--- src/rtl/serial_frame_pkg.sv ---
// Shared definitions for the serial frame transmitter.
//   tx_state_t : frame FSM states (IDLE, START, DATA, STOP)
//   DATA_BITS  : payload width of one frame
//   BIT_IDX_W  : width of the payload bit index
package serial_frame_pkg;

  localparam int DATA_BITS = 8;
  localparam int BIT_IDX_W = $clog2(DATA_BITS);

  typedef enum logic [1:0] {
    IDLE  = 2'd0,
    START = 2'd1,
    DATA  = 2'd2,
    STOP  = 2'd3
  } tx_state_t;

endpackage : serial_frame_pkg

--- src/rtl/serial_frame_tx_bit_timer.sv ---
// bit_timer: measures out one serial bit period of N clock cycles.
//   clock   : single clock, rising edge
//   reset   : synchronous active-high reset, clears the hold counter
//   restart : holds the counter at 0 so the next period starts cleanly
//   tick    : high on the last cycle (count == N-1) of every bit period
module bit_timer #(
  parameter int N = 3
) (
  input  logic clock,
  input  logic reset,
  input  logic restart,
  output logic tick
);

  // N=1 still needs a one-bit counter; it simply never leaves 0.
  localparam int CW = (N > 1) ? $clog2(N) : 1;
  localparam logic [CW-1:0] LAST = CW'(N - 1);

  logic [CW-1:0] count;

  // NOTE: sequential state is always updated with non-blocking assignments
  // so every register sees the pre-edge values of its neighbours.
  always_ff @(posedge clock) begin
    if (reset || restart) begin
      count <= '0;
    end else if (count == LAST) begin
      count <= '0;
    end else begin
      count <= count + CW'(1);
    end
  end

  // Decoded from the counter register only, so no input reaches tick.
  assign tick = (count == LAST);

endmodule : bit_timer

--- src/rtl/serial_frame_tx.sv ---
// serial_frame_tx: sends an 8-bit word as a 10-bit frame on a serial line:
// one start bit (1), eight data bits MSB first, one stop bit (0), each bit
// held for N clock cycles.
//   clock   : single clock, rising edge
//   reset   : synchronous active-high reset, aborts any frame in flight
//   data_in : parallel word, captured on an accepted handshake only
//   valid   : producer has a word to send
//   ready   : block can accept a word (IDLE only), registered
//   y       : serial line, registered, idles low
//   busy    : high for every START, DATA and STOP cycle, registered
module serial_frame_tx
  import serial_frame_pkg::*;
#(
  parameter int N = 3
) (
  input  logic       clock,
  input  logic       reset,
  input  logic [7:0] data_in,
  input  logic       valid,
  output logic       ready,
  output logic       y,
  output logic       busy
);

  tx_state_t              state;
  logic [DATA_BITS-1:0]   shreg;
  logic [BIT_IDX_W-1:0]   bit_idx;
  logic                   tick;

  localparam logic [BIT_IDX_W-1:0] LAST_BIT = BIT_IDX_W'(DATA_BITS - 1);

  // The timer is parked at 0 while idle, so START always gets a full period.
  bit_timer #(.N(N)) u_bit_timer (
    .clock   (clock),
    .reset   (reset),
    .restart (state == IDLE),
    .tick    (tick)
  );

  always_ff @(posedge clock) begin
    if (reset) begin
      // NOTE: the shift register is cleared too, so no stale payload bits
      // survive an aborted frame.
      state   <= IDLE;
      shreg   <= '0;
      bit_idx <= '0;
      y       <= 1'b0;
      busy    <= 1'b0;
      ready   <= 1'b0;
    end else begin
      unique case (state)
        IDLE: begin
          y     <= 1'b0;
          busy  <= 1'b0;
          ready <= 1'b1;
          // ready is the registered flag, so the cycle straight after reset
          // release cannot accept a word.
          if (valid && ready) begin
            shreg <= data_in;
            state <= START;
            y     <= 1'b1;
            busy  <= 1'b1;
            ready <= 1'b0;
          end
        end

        START: begin
          if (tick) begin
            state   <= DATA;
            bit_idx <= '0;
            y       <= shreg[DATA_BITS-1];
            shreg   <= shreg << 1;
          end
        end

        DATA: begin
          if (tick) begin
            if (bit_idx == LAST_BIT) begin
              state <= STOP;
              y     <= 1'b0;
            end else begin
              bit_idx <= bit_idx + BIT_IDX_W'(1);
              y       <= shreg[DATA_BITS-1];
              shreg   <= shreg << 1;
            end
          end
        end

        STOP: begin
          // Returning with ready already high gives exactly one IDLE cycle
          // between frames when valid is held.
          if (tick) begin
            state <= IDLE;
            busy  <= 1'b0;
            ready <= 1'b1;
          end
        end

        default: state <= IDLE;
      endcase
    end
  end

endmodule : serial_frame_tx

--- config.mk ---
export PLATFORM = sky130hd
export DESIGN_NAME = serial_frame_tx
export DESIGN_NICKNAME = d
export VERILOG_FILES = /design/src/rtl/serial_frame_pkg.sv /design/src/rtl/serial_frame_tx_bit_timer.sv /design/src/rtl/serial_frame_tx.sv
export SDC_FILE = /design/constraint.sdc
export NUM_CORES = 1
export LEC_CHECK = 0
export ABC_AREA = 1
export CAP_MARGIN = 20
export CORE_MARGIN = 10
export CORE_UTILIZATION = 52
export DETAILED_ROUTE_END_ITERATION = 10
export GPL_TIMING_DRIVEN = 0
export PLACE_DENSITY = 0.84
export SETUP_SLACK_MARGIN = 0.4
export SYNTH_ARGS = -nofsm -noshare
export SYNTH_HDL_FRONTEND = slang
export SYNTH_SLANG_ARGS = --single-unit
--- constraint.sdc ---
create_clock -name clock -period 2.07 [get_ports clock]
set_clock_uncertainty 0.15 [all_clocks]
set_input_delay 0.414 -clock clock [delete_from_list [all_inputs] [get_ports clock]]
set_output_delay 0.414 -clock clock [all_outputs]
set_load 0.02 [all_outputs]
==> out/results.tsv <==
stage	metric	value	unit
status	outcome	completed	
finish	share of post-route cells with drive strength above 1	16.4	%
detailed_routing	ANT nets after route	0	
worst_setup_path	CP arrival	1.65	ns
worst_setup_path	Max FO, Critical Path	10	
logic_synthesis	Seq/Total Area, Yosys	35.6	%
clock_network	number of clock sinks	18	
timing	min Tclk post-route	1.59	ns
clock_network	clk_lat worst skew	0.31	ns
pwr	Pwr Total	0.00162	W
worst_setup_path	crit end category	flip-flop	
logic_synthesis	post-synthesis register bit count	18	
logic_synthesis	Area contributors post-synth	dfxtp_1 36%, nand2_1 16%, ha_1 11%	
timing	max frequency	629	MHz
timing	max_slew headroom	84.4	%
timing	fin crit share	76.8	%
floorplanning	Die X-Extent	64.1	um
floorplanning	Die H	64.1	um
worst_setup_path	critical path's slowest cell	dfxtp_4	
worst_setup_path	cells along the critical path	buf_4 > ha_4 > inv_2 > nand2_4 > nand2_4 > nand3_4 > buf_6 > nor2_1 > nor2_1	
pwr	worst-case vdd ir drop	666	uV
timing	Fin Setup TNS	0	ns
finish	most common cell after layout, fill and taps aside	nand2_1	
clock_network	CTS root buffer	clkbuf_4	
finish	filler instances	152	
detailed_routing	DRC	0	
global_routing	Overall Global Routing Usage	11.6	%
pwr	Internal Power	0.000930	W
detailed_routing	Via density	4.87	
timing	worst setup slack after layout	0.481	ns
placement	Place WS	0.236	ns
global_routing	gr ovfl total	0	
worst_setup_path	required time worst endpoint	2.13	ns
global_routing	first-pass GRT wire length	3780	um
logic_synthesis	Synth area leader	dfxtp_1	
detailed_routing	Routed WL	2330	um
pwr	Gate power share	55.3	%
detailed_routing	Initial DRC Count	20	
logic_synthesis	mapped cell area	1010	um^2
placement	PortBufs	13	
clock_network	CTS Buffer Depth	2	
floorplanning	Ports	14	
pwr	clock share of power	14.2	%
pwr	sequential power share	30.5	%
logic_synthesis	area share of the largest cell type after synthesis	35.6	%
logic_synthesis	Syn Nets	169	
pwr	Psw	0.000690	W
timing	final hold violation count	0	
logic_synthesis	Gate Count Post-Synth	149	
floorplanning	core footprint	1780	um^2
floorplanning	Die ar.	4110	um^2
floorplanning	initial core utilization	56.7	%
logic_synthesis	Avg Cell Area, Syn	6.79	um^2
placement	Detailed Place HPWL	1710	um
clock_network	Max H-tree Level	1	
finish	Final nets	192	
detailed_routing	DR pass1 iterations	4	
worst_setup_path	CP startpoint kind	flip-flop	
clock_network	TritonCTS Buffers	3	
flow_run	max cap viols	0	
global_routing	vias in the first global route	868	
finish	commonest non-fill, non-tap cells in the layout	42 x nand2_1, 30 x nor2_1, 16 x inv_1	
finish	fin util	72.8	%
detailed_routing	wire per inst	11.9	um
clock_network	TritonCTS clock tree	yes	
timing	unrepaired setup endpoints after global routing	no	
finish	Layout area overhead	28.3	%
detailed_routing	via count	955	
timing	setup violators final	0	
floorplanning	num rows	15	
worst_setup_path	Worst Path Class, Setup	flip-flop to flip-flop	
timing	Slew @ Worst Pin	0.235	ns
worst_setup_path	Crit path largest cell delay	0.38	ns
clock_network	# hold bufs at CTS	0	
logic_synthesis	Syn. warnings	0	
logic_synthesis	synth unique cells	18	
clock_network	Reg clk slew, reported paths	0.11	ns
placement	Final GP Congestion	0.793	
global_routing	initial antenna violation count	0	
timing	max-slew violations	0	
global_routing	pin count of the biggest net entering global routing	11	
pwr	Switching Fraction	42.6	%
pwr	PD cells	1250	nW/um^2
finish	ant diodes	0	
pwr	Pleak	0.624	nW
worst_hold_path	Hold Path Class	flip-flop to flip-flop	
synthesized netlist by cell type:
library cell and instances:
dfxtp_1 18, nor2_1 30, o21ai_1 4, nand3_1 2, buf_2 2, nand3_4 1, nand2_4 2, a21oi_2 1
inv_2 3, a21oi_1 5, buf_6 1, ha_1 9, o21ai_0 5, inv_1 17, nor2b_1 1, nand4_1 4
nand2_1 43, nand3b_1 1
path summary, 6_finish.rpt:
path                        start                   end  slack, ns  cells past startpoint
min          u_bit_timer.count[0]  u_bit_timer.count[0]       0.28                      1
max reg2reg              state[1]              shreg[6]       0.48                      9
min reg2reg  u_bit_timer.count[0]  u_bit_timer.count[0]       0.28                      1
max                      state[1]              shreg[6]       0.48                      9
flip-flops by register name, indices dropped and copies added (netlist names):
signal and flops:
shreg 8, busy 1, u_bit_timer.count 2, state 2, y 1, bit_idx 3, ready 1
area by class of cell:
type                    instances  area, um^2  area share (%)
flip-flops and latches         18         369            28.4
repair buffers                 18         164            12.6
inverters                      20        75.1            5.79
plain buffers                   3        27.5            2.12
clock buffers                   4        36.3            2.80
well taps                      25        31.3            2.41
multi-input cells             108         594            45.8
power groups by stage:
stage	combinational (W)	clock (W)	sequential, W
floorplan	0.000579	0	0.000505
global placement	0.000743	0	0.000490
global route	0.00102	0.000246	0.000504
detailed placement	0.000775	0	0.000497
CTS	0.000773	0.000233	0.000493
finish	0.000896	0.000230	0.000495
routing by layer:
metal	vias to the layer above	wire, um	part of all wire (%)	track usage (%)
met4	0	50	2.1	6.95
met5	-	0	0	0
li1	504	-	-	-
met1	424	1060	45	14.2
met3	5	144	6.2	4.53
met2	22	1080	46	16.8
stage by stage:
stage / cells / instance area (um^2) / hold slack [ns]
after global routing: 196 / 1300 / 0.312
final: 196 / 1300 / 0.282
after detailed placement: 187 / 1170 / 0.276
after floorplan: 149 / 1010 / 0.241
after CTS: 191 / 1220 / 0.292
after global placement: 187 / 1170 / 0.248
critical path: cells and delay by family, from the launching register on:
family / cells / cell delay (ns)
AND/OR/NAND/NOR: 5 / 0.42
flip-flops: 1 / 0.38
buffers and inverters: 3 / 0.36
adder cells (fa/ha/maj): 1 / 0.17
cells by family after synthesis:
| kind of cell | after synthesis | share of synthesized area [%] |
|---|---|---|
| AOI/OAI and AO/OA | 15 | 7.80 |
| adders and majority gates | 9 | 11.1 |
| buffers and inverters | 23 | 9.53 |
| DFF | 18 | 35.6 |
| and+or+nand+nor | 84 | 35.9 |
repair_timing:
item                                    CTS  global route
endpoints found under the setup margin   13             9
hold endpoints to repair                  0             0
gates resized for setup                   9            10
buffers inserted                          0             5
pin swaps                                 2             2
Power figures use the tool's default switching activity.
